### config.mk
export PLATFORM = sky130hd
export DESIGN_NAME = imem_port_arbiter
export DESIGN_NICKNAME = d
export VERILOG_FILES = /design/src/rtl/imem_arb_pkg.sv /design/src/rtl/imem_arb_rsp_route.sv /design/src/rtl/imem_port_arbiter.sv
export SDC_FILE = /design/constraint.sdc
export NUM_CORES = 1
export LEC_CHECK = 0
export CORE_UTILIZATION = 39
export CTS_BUF_LIST = sky130_fd_sc_hd__clkbuf_8
export CTS_CLUSTER_SIZE = 40
export DETAILED_ROUTE_END_ITERATION = 10
export GPL_ROUTABILITY_DRIVEN = 0
export PLACE_DENSITY_LB_ADDON = 0.1
export SLEW_MARGIN = 20
export SYNTH_ARGS = -nofsm -noshare
export SYNTH_HDL_FRONTEND = slang
export SYNTH_SLANG_ARGS = --single-unit
### constraint.sdc
create_clock -name clk -period 2.6 [get_ports clk]
set_input_delay 0.26 -clock clk [delete_from_list [all_inputs] [get_ports clk]]
set_output_delay 0.26 -clock clk [all_outputs]
set_load 0.03 [all_outputs]
### src/rtl/imem_arb_pkg.sv
// Shared types for the instruction-RAM port arbiter: arbiter states and
// read-return owner tags.
package imem_arb_pkg;

    typedef enum logic [1:0] {
        CORE,
        EXT,
        FAIR
    } arb_state_t;

    typedef enum logic [1:0] {
        OWN_NONE,
        OWN_CORE,
        OWN_EXT
    } owner_t;

endpackage

### src/rtl/imem_arb_rsp_route.sv
// Steers the 1-cycle-latency RAM read data back to whichever requester was
// granted a read in the previous cycle; the other side holds its last data.
module imem_arb_rsp_route
    import imem_arb_pkg::*;
#(
    parameter int DW = 32
) (
    input  logic          clk,
    input  logic          rst_n,
    input  owner_t        grant_owner,
    input  logic [DW-1:0] mem_rdata,
    output logic          core_rvalid,
    output logic [DW-1:0] core_rdata,
    output logic          ext_rvalid,
    output logic [DW-1:0] ext_rdata
);

    owner_t        owner_q;
    logic [DW-1:0] core_hold_q;
    logic [DW-1:0] ext_hold_q;

    // NOTE: sequential state uses non-blocking assignments so every register
    // samples pre-edge values regardless of statement order.
    always_ff @(posedge clk or negedge rst_n) begin
        if (!rst_n) begin
            owner_q     <= OWN_NONE;
            core_hold_q <= '0;
            ext_hold_q  <= '0;
        end else begin
            owner_q     <= grant_owner;
            core_hold_q <= core_rdata;
            ext_hold_q  <= ext_rdata;
        end
    end

    always_comb begin
        core_rvalid = (owner_q == OWN_CORE);
        ext_rvalid  = (owner_q == OWN_EXT);
        core_rdata  = core_rvalid ? mem_rdata : core_hold_q;
        ext_rdata   = ext_rvalid  ? mem_rdata : ext_hold_q;
    end

endmodule

### src/rtl/imem_port_arbiter.sv
// Shares the single-port instruction RAM between core fetch and the program
// loader. Optional write protection while the core runs: IMEM_ARB_WRPROTECT_EN.
module imem_port_arbiter
    import imem_arb_pkg::*;
#(
    parameter int          AW         = 12,
    parameter int          DW         = 32,
    parameter int          MAX_BURST  = 8,
    parameter logic [31:0] START_ADDR = 32'h0
) (
    input  logic          clk,
    input  logic          rst_n,
    input  logic          core_req,
    input  logic [AW-1:0] core_addr,
    output logic          core_gnt,
    output logic          core_rvalid,
    output logic [DW-1:0] core_rdata,
    output logic          core_restart,
    output logic [31:0]   core_restart_pc,
    input  logic          ext_req,
    input  logic          ext_we,
    input  logic [AW-1:0] ext_addr,
    input  logic [DW-1:0] ext_wdata,
    output logic          ext_gnt,
    output logic          ext_rvalid,
    output logic [DW-1:0] ext_rdata,
    output logic          ext_err,
    input  logic          core_run,
    output logic          mem_en,
    output logic          mem_we,
    output logic [AW-1:0] mem_addr,
    output logic [DW-1:0] mem_wdata,
    input  logic [DW-1:0] mem_rdata
);

    localparam int            CW         = (MAX_BURST > 1) ? $clog2(MAX_BURST) : 1;
    localparam logic [CW-1:0] BURST_LAST = CW'(MAX_BURST - 1);

    arb_state_t    state_q, state_d;
    logic [CW-1:0] burst_q, burst_d;
    logic          wr_seen_q;
    logic          leave_ext;
    logic          wr_block;
    owner_t        grant_owner;

    // NOTE: every signal written here gets a default first, so no path can
    // leave it unassigned and infer a latch.
    always_comb begin
        state_d  = state_q;
        burst_d  = burst_q;
        core_gnt = 1'b0;
        ext_gnt  = 1'b0;
        // Grants are suppressed while reset is asserted so all outputs read 0.
        if (rst_n) begin
            case (state_q)
                CORE: begin
                    core_gnt = core_req;
                    if (ext_req) state_d = EXT;
                end
                EXT: begin
                    if (ext_req) begin
                        ext_gnt = 1'b1;
                        if (burst_q != BURST_LAST) burst_d = burst_q + 1'b1;
                        // The fairness slot is only offered to a running core.
                        if (burst_q == BURST_LAST && core_req && core_run) state_d = FAIR;
                    end else begin
                        state_d = CORE;
                        burst_d = '0;
                    end
                end
                FAIR: begin
                    core_gnt = core_req;
                    burst_d  = '0;
                    state_d  = ext_req ? EXT : CORE;
                end
                default: state_d = CORE;
            endcase
            if (core_gnt) burst_d = '0;
        end
    end

    // End of a loader session, whether it leaves from EXT or from the fair slot.
    assign leave_ext = (state_q != CORE) && (state_d == CORE);

    always_ff @(posedge clk or negedge rst_n) begin
        if (!rst_n) begin
            state_q      <= CORE;
            burst_q      <= '0;
            wr_seen_q    <= 1'b0;
            core_restart <= 1'b0;
        end else begin
            state_q      <= state_d;
            burst_q      <= burst_d;
            core_restart <= leave_ext && wr_seen_q;
            if (leave_ext && wr_seen_q) wr_seen_q <= 1'b0;
            else if (ext_gnt && ext_we) wr_seen_q <= 1'b1;
        end
    end

`ifdef IMEM_ARB_WRPROTECT_EN
    assign wr_block = ext_gnt && ext_we && core_run;
`else
    assign wr_block = 1'b0;
`endif

    assign ext_err         = wr_block;
    assign core_restart_pc = START_ADDR;

    always_comb begin
        mem_en      = core_gnt || ext_gnt;
        mem_we      = ext_gnt && ext_we && !wr_block;
        mem_addr    = core_gnt ? core_addr : (ext_gnt ? ext_addr : '0);
        mem_wdata   = ext_gnt ? ext_wdata : '0;
        // Writes return nothing, so only read grants claim the return path.
        grant_owner = core_gnt ? OWN_CORE : ((ext_gnt && !ext_we) ? OWN_EXT : OWN_NONE);
    end

    imem_arb_rsp_route #(
        .DW (DW)
    ) u_rsp_route (
        .clk         (clk),
        .rst_n       (rst_n),
        .grant_owner (grant_owner),
        .mem_rdata   (mem_rdata),
        .core_rvalid (core_rvalid),
        .core_rdata  (core_rdata),
        .ext_rvalid  (ext_rvalid),
        .ext_rdata   (ext_rdata)
    );

endmodule

# Word-level counts from Yosys, hierarchy flattened
# Cells that the tools add are included.
[word_totals]
reg_bits = 73
latch_bits = 0
ramBits = 0
mem_bits_ro = 0
input_bits = 94
out_inout_bits = 148
word_cells = 55
memories = 0
[op_classes]
n_addsub = 1
multipliers = 0
div_mod_pow = 0
magnitude_cmp = 0
n_eq_ne = 7
shifts = 0
mux = 25
n_bitwise = 0
reduce_logical = 15
[ops]
columns = ["op", "count"]
rows = [
  ["$mux W32", 3],
  ["$mux W12", 2],
  ["$mux W2", 6],
  ["$mux W1", 9],
  ["$mux W3", 3],
  ["$logic_and A1 B1 Y1", 6],
  ["$pmux W2 S3", 1],
  ["$pmux W3 S2", 1],
  ["$eq A2 B1 Y1 const B", 2],
  ["$eq A2 B2 Y1 const B", 2],
  ["$logic_not A2 Y1", 2],
  ["$ne A4 B4 Y1 const B", 1],
  ["$reduce_bool A2 Y1", 2],
  ["$add A3 B1 Y3 const B", 1],
  ["$eq A3 B3 Y1 const B", 1],
  ["$ne A3 B3 Y1 const B", 1],
  ["$reduce_and A3 Y1", 1],
  ["$reduce_bool A3 Y1", 1],
  ["$reduce_or A2 Y1", 1],
  ["$logic_not A1 Y1", 1],
  ["$logic_or A1 B1 Y1", 1],
]

# Logic depth before layout (Yosys ltp)
[logic_depth]
ltp_word = 11
ltp_mapped = 6
mapped_depth_nobuf = 5

# By module
# Synthesis repeated with hierarchy kept, for this count alone.
[unflattened]
hier_cells = 265
area_unflattened_um2 = 3701.0
[modules_own_cells]
columns = ["mod", "instances", "cells_per_inst", "area_each_um2"]
rows = [
  ["imem_arb_rsp_route", 1, 141, 2692.6],
  ["imem_port_arbiter", 1, 124, 1008.5],
]

# Least setup slack after synthesis
# OpenSTA, ideal clock, no wires.
[synth_timing]
path_type = "reg-to-output"
from = "register state_q[1]"
to = "output port mem_wdata[22]"
t_arrival_ns = 1.352
required_ns = 2.340
slack_ns = 0.988
stages_incl_launch_ff = 5
path_cell_list = "dfrtp_1 and4b_1 buf_6 buf_2 and2_1"
[synth_between]
elab_chain_cells = 4
[synth_lines]
columns = ["item", "line", "text"]
rows = [
  ["from (decl)", "imem_port_arbiter.sv:39", "arb_state_t state_q, state_d;"],
  ["from (signal assigned)", "imem_port_arbiter.sv:92", "state_q <= state_d;"],
  ["$eq A2 B1 Y1", "imem_port_arbiter.sv:55", "case (state_q)"],
  ["$mux W1", "imem_port_arbiter.sv:55", ""],
  ["$mux W1", "imem_port_arbiter.sv:54", "if (rst_n) begin"],
  ["net ext_gnt", "imem_port_arbiter.sv:24", "output logic ext_gnt,"],
  ["$mux W32", "imem_port_arbiter.sv:113", "mem_wdata = ext_gnt ? ext_wdata : '0;"],
  ["to (decl)", "imem_port_arbiter.sv:32", "output logic [DW-1:0] mem_wdata,"],
]
# The timed path passes the listed nets, and every way through them passes these cells.

# Worst setup path after layout
[layout_timing]
from = "register u_rsp_route.owner_q[1]"
to = "output port ext_rdata[29]"
[layout_between]
elab_chain_cells = 2
[layout_lines]
columns = ["item", "line", "text"]
rows = [
  ["from (decl)", "imem_arb_rsp_route.sv:18", "owner_t owner_q;"],
  ["from (signal assigned)", "imem_arb_rsp_route.sv:30", "owner_q <= grant_owner;"],
  ["$eq A2 B2 Y1", "imem_arb_rsp_route.sv:38", "ext_rvalid = (owner_q == OWN_EXT);"],
  ["$mux W32", "imem_arb_rsp_route.sv:40", "ext_rdata = ext_rvalid ? mem_rdata : ext_hold_q;"],
  ["to (decl)", "imem_port_arbiter.sv:26", "output logic [DW-1:0] ext_rdata,"],
]
# Every way passes these cells.

==> impl_summary.log <==
INFO  metric max_slew_margin = 0.392
INFO  metric gr-usage-all-layers = 0.190
INFO  metric dieHeight = 95.8 um
INFO  metric cts_tree = done
INFO  metric path_class = flop to output pin
INFO  metric setup_violations = 0
INFO  metric syn-instance-count = 266
INFO  metric synthesis.area = 3430 um^2
INFO  metric r2r_cells = 5
INFO  metric timing.final.crit_share = 0.930
INFO  metric slew_viol_final = 0
INFO  metric regToRegSetupSlack = 1.11 ns
INFO  metric tritoncts_num_sinks = 73
INFO  metric post_route_cells_drive_above_1_share = 0.282
INFO  metric drc_violations = 0
INFO  metric timing_hold_violations_final = 0
INFO  metric yosys.area.top_type_share = 0.533
INFO  metric yosys.area_share.xor_xnor = 0
INFO  metric regArea = 1830 um^2
INFO  metric start_util = 0.411
INFO  metric worst-path-buf-inv = 2
INFO  metric worst_min_delay_path_category = input pin to async pin
INFO  metric buffers_on_ports = 208
INFO  metric seq_area_frac_synth = 0.533
INFO  metric postSynthRegisterBits = 73
INFO  metric grt_setup_unrepaired = false
INFO  metric drt_first_pass_iters = 4
INFO  metric area_taken_by_multi_input_logic_gates = 1380 um^2
INFO  metric detail-route-antenna-nets = 0
INFO  metric cpLargestDelayFamily = buffers and inverters
INFO  metric compound_gate_fraction_of_synth_area = 0.0536
INFO  metric crit_path_max_incr_delay = 0.60 ns
INFO  metric power.density = 752 nW/um^2
INFO  metric critical_path.startpoint_type = flop
INFO  metric final.min_clock_period = 2.42 ns
INFO  metric leakage = 2.51 nW
INFO  metric routedWlPerCell = 15.6 um
INFO  metric num_vias = 2684
INFO  metric grt_pass1_vias = 2466
INFO  metric die_area = 9170 um^2
INFO  metric synth-adder-area-share = 0.00730
INFO  metric post_synth_mux_area_share = 0.210
INFO  metric main_combinational_cell_family_by_area_after_synthesis = multiplexers
INFO  metric path_max_fanout = 22
INFO  metric worst_skew_pair.late_latency = 0.34 ns
INFO  metric ioPinCount = 242
INFO  metric global_route.overflow_total = 0
INFO  metric timing_worst_slew_pin_value = 0.912 ns
INFO  metric outcome = finished, final reports clean
INFO  metric reg2reg_end = burst_q[1]$_DFFE_PN0P_
INFO  metric setup_tns = 0 ns
INFO  metric timing.fmax = 0.414 GHz
INFO  metric highest_count_cells_in_the_layout_ignoring_fill_and_taps = sky130_fd_sc_hd__clkdlybuf4s50_1, sky130_fd_sc_hd__dfrtp_1, sky130_fd_sc_hd__mux2_2
INFO  metric grt_start_max_net_pins = 75
INFO  metric cts.path.max_buffers = 2
INFO  metric grt_pass1_wl = 12.9 mm
INFO  metric simple_gate_area_share_of_the_yosys_netlist = 0.0905
INFO  metric route.final.wire_length = 9.08 mm
INFO  metric worst_path_cell_chain = nand2b_4 -> buf_12 -> mux2_2 -> clkdlybuf4s50_1
INFO  metric antenna-diode-count = 0
INFO  metric coreArea = 8340 um^2
INFO  metric cts_max_level = 3
INFO  metric timing.critical_path.to_type = output pin
INFO  metric final.fill_count = 647
INFO  metric yosys.cell_types.count = 28
INFO  metric worst-endpoint-arrival = 2.16 ns
INFO  metric dp.final_hpwl = 7.03 mm
INFO  metric die_w = 95.8 um
INFO  metric cpMaxStageDelayCell = sky130_fd_sc_hd__clkdlybuf4s50_1
INFO  metric antenna_found_initial = 0
INFO  metric yosys.area.top_type = sky130_fd_sc_hd__dfrtp_1
INFO  metric ir_drop = 424 uV
INFO  metric worst_r2r_startpoint = burst_q[0]$_DFFE_PN0P_
INFO  metric max_cap_viol_count = 0
INFO  metric yosys_warnings = 0
INFO  metric post_synth_main_area_contributors = sky130_fd_sc_hd__dfrtp_1, sky130_fd_sc_hd__mux2_2, sky130_fd_sc_hd__buf_4
INFO  metric critPathRequiredTime = 2.34 ns
INFO  metric drt_iter0_markers = 69
INFO  metric layout.cells.most_common = sky130_fd_sc_hd__clkdlybuf4s50_1
INFO  metric syn-mean-instance-area = 12.9 um^2
INFO  metric clk_pin_slew = 0.07 ns
INFO  metric post-cts-setup-buffer-count = 0
INFO  metric cts_root_buf = sky130_fd_sc_hd__clkbuf_8
INFO  metric cts_buffers = 9
INFO  metric placement_rows = 33
INFO  metric detail_route.vias_per_cell = 4.60
INFO  metric final_net_count = 569
INFO  metric worst_skew = 0.00442 ns
INFO  metric report.power.total = 4.24 mW
INFO  metric area_delta_synth_final = 64.5%
-- cells in the mapped netlist --
| cell | count |
|---|---|
| sky130_fd_sc_hd__dfrtp_1 | 73 |
| sky130_fd_sc_hd__mux2_2 | 64 |
| sky130_fd_sc_hd__and2_1 | 33 |
| sky130_fd_sc_hd__buf_4 | 33 |
| sky130_fd_sc_hd__buf_2 | 13 |
| sky130_fd_sc_hd__a22o_1 | 12 |
| sky130_fd_sc_hd__nand2_1 | 5 |
| sky130_fd_sc_hd__a21oi_1 | 3 |
| sky130_fd_sc_hd__buf_6 | 3 |
| sky130_fd_sc_hd__inv_1 | 3 |
| sky130_fd_sc_hd__nor2b_1 | 3 |
| sky130_fd_sc_hd__a32o_1 | 2 |
| sky130_fd_sc_hd__ha_1 | 2 |
| sky130_fd_sc_hd__nand3_1 | 2 |
| sky130_fd_sc_hd__nor2_1 | 2 |
| sky130_fd_sc_hd__a2bb2oi_1 | 1 |
| sky130_fd_sc_hd__and3_1 | 1 |
| sky130_fd_sc_hd__and4b_1 | 1 |
| sky130_fd_sc_hd__conb_1 | 1 |
| sky130_fd_sc_hd__nand2b_1 | 1 |
| sky130_fd_sc_hd__nand4_1 | 1 |
| sky130_fd_sc_hd__nor2b_4 | 1 |
| sky130_fd_sc_hd__o211ai_1 | 1 |
| sky130_fd_sc_hd__o21ai_0 | 1 |
| sky130_fd_sc_hd__o21bai_1 | 1 |
| sky130_fd_sc_hd__o22a_1 | 1 |
| sky130_fd_sc_hd__o22ai_1 | 1 |
| sky130_fd_sc_hd__or2_1 | 1 |
-- worst max-delay path by stage --
| stage | startpoint | end | depth (start not counted) |
|---|---|---|---|
| 5_1_grt | u_rsp_route.owner_q[1]$_DFF_PN0_ | ext_rdata[0] | 4 |
| 6_report | u_rsp_route.owner_q[1]$_DFF_PN0_ | ext_rdata[29] | 4 |
| 3_5_place_dp | u_rsp_route.owner_q[1]$_DFF_PN0_ | ext_rdata[29] | 4 |
| 4_1_cts | u_rsp_route.owner_q[1]$_DFF_PN0_ | ext_rdata[29] | 4 |
| 2_1_floorplan | state_q[1]$_DFF_PN0_ | mem_wdata[22] | 4 |
| 3_3_place_gp | u_rsp_route.owner_q[1]$_DFF_PN0_ | ext_rdata[28] | 4 |
-- routing by layer --
metal,vias up,wire length [um],global-route usage
li1,1263,-,-
met1,1295,3690,0.249
met2,118,4500,0.290
met3,8,831,0.0821
met4,0,64,0.0448
met5,-,0,0
-- final cells by class --
cell class / count / area share
Clock buffer: 10 / 0.0244
Clock inverter: 6 / 0.0120
Inverter: 3 / 0.00200
Multi-Input combinational cell: 173 / 0.244
Sequential cell: 73 / 0.324
Tap cell: 105 / 0.0233
Timing Repair Buffer: 213 / 0.370
-- cells by family after synthesis --
group	Yosys count
flops	73
fa+ha+maj	2
compound gates	23
mux	64
simple gates	51
other cells	1
buf+inv	52
-- registers in the layout (all words and copies together) (netlist names) --
name	cells
state_q	2
u_rsp_route.ext_hold_q	32
u_rsp_route.owner_q	2
core_restart	1
u_rsp_route.core_hold_q	32
wr_seen_q	1
burst_q	3
-- repair_timing --
item / 4_1_cts / 5_1_grt
setup endpoints to repair: 0 / 20
hold buffers: 1 / 0
gates resized for setup: 0 / 1
endpoints found under the hold margin: 2 / 0
-- report_power, final --
| part | switching [mW] | total (mW) | leakage (nW) | internal [mW] |
|---|---|---|---|---|
| combinational | 1.02 | 1.87 | 1.54 | 0.846 |
| sequential | 0.0718 | 1.48 | 0.869 | 1.41 |
| clock | 0.417 | 0.889 | 0.104 | 0.472 |
-- through the flow --
stage / area, um^2 / instances / util / hold slack, ns / setup WS (ns)
finish: 5640 / 583 / 0.676 / 0.335 / 0.182
global route: 5640 / 583 / 0.676 / 0.336 / 0.0755
CTS: 5640 / 583 / 0.676 / 0.326 / 0.0547
detailed placement: 5420 / 566 / 0.650 / 0.0756 / 0.435
global placement: 5420 / 566 / 0.650 / 0.0720 / 0.466
floorplan: 3550 / 298 / - / -0.0356 / 0.988
Power figures use the tool's default switching activity.
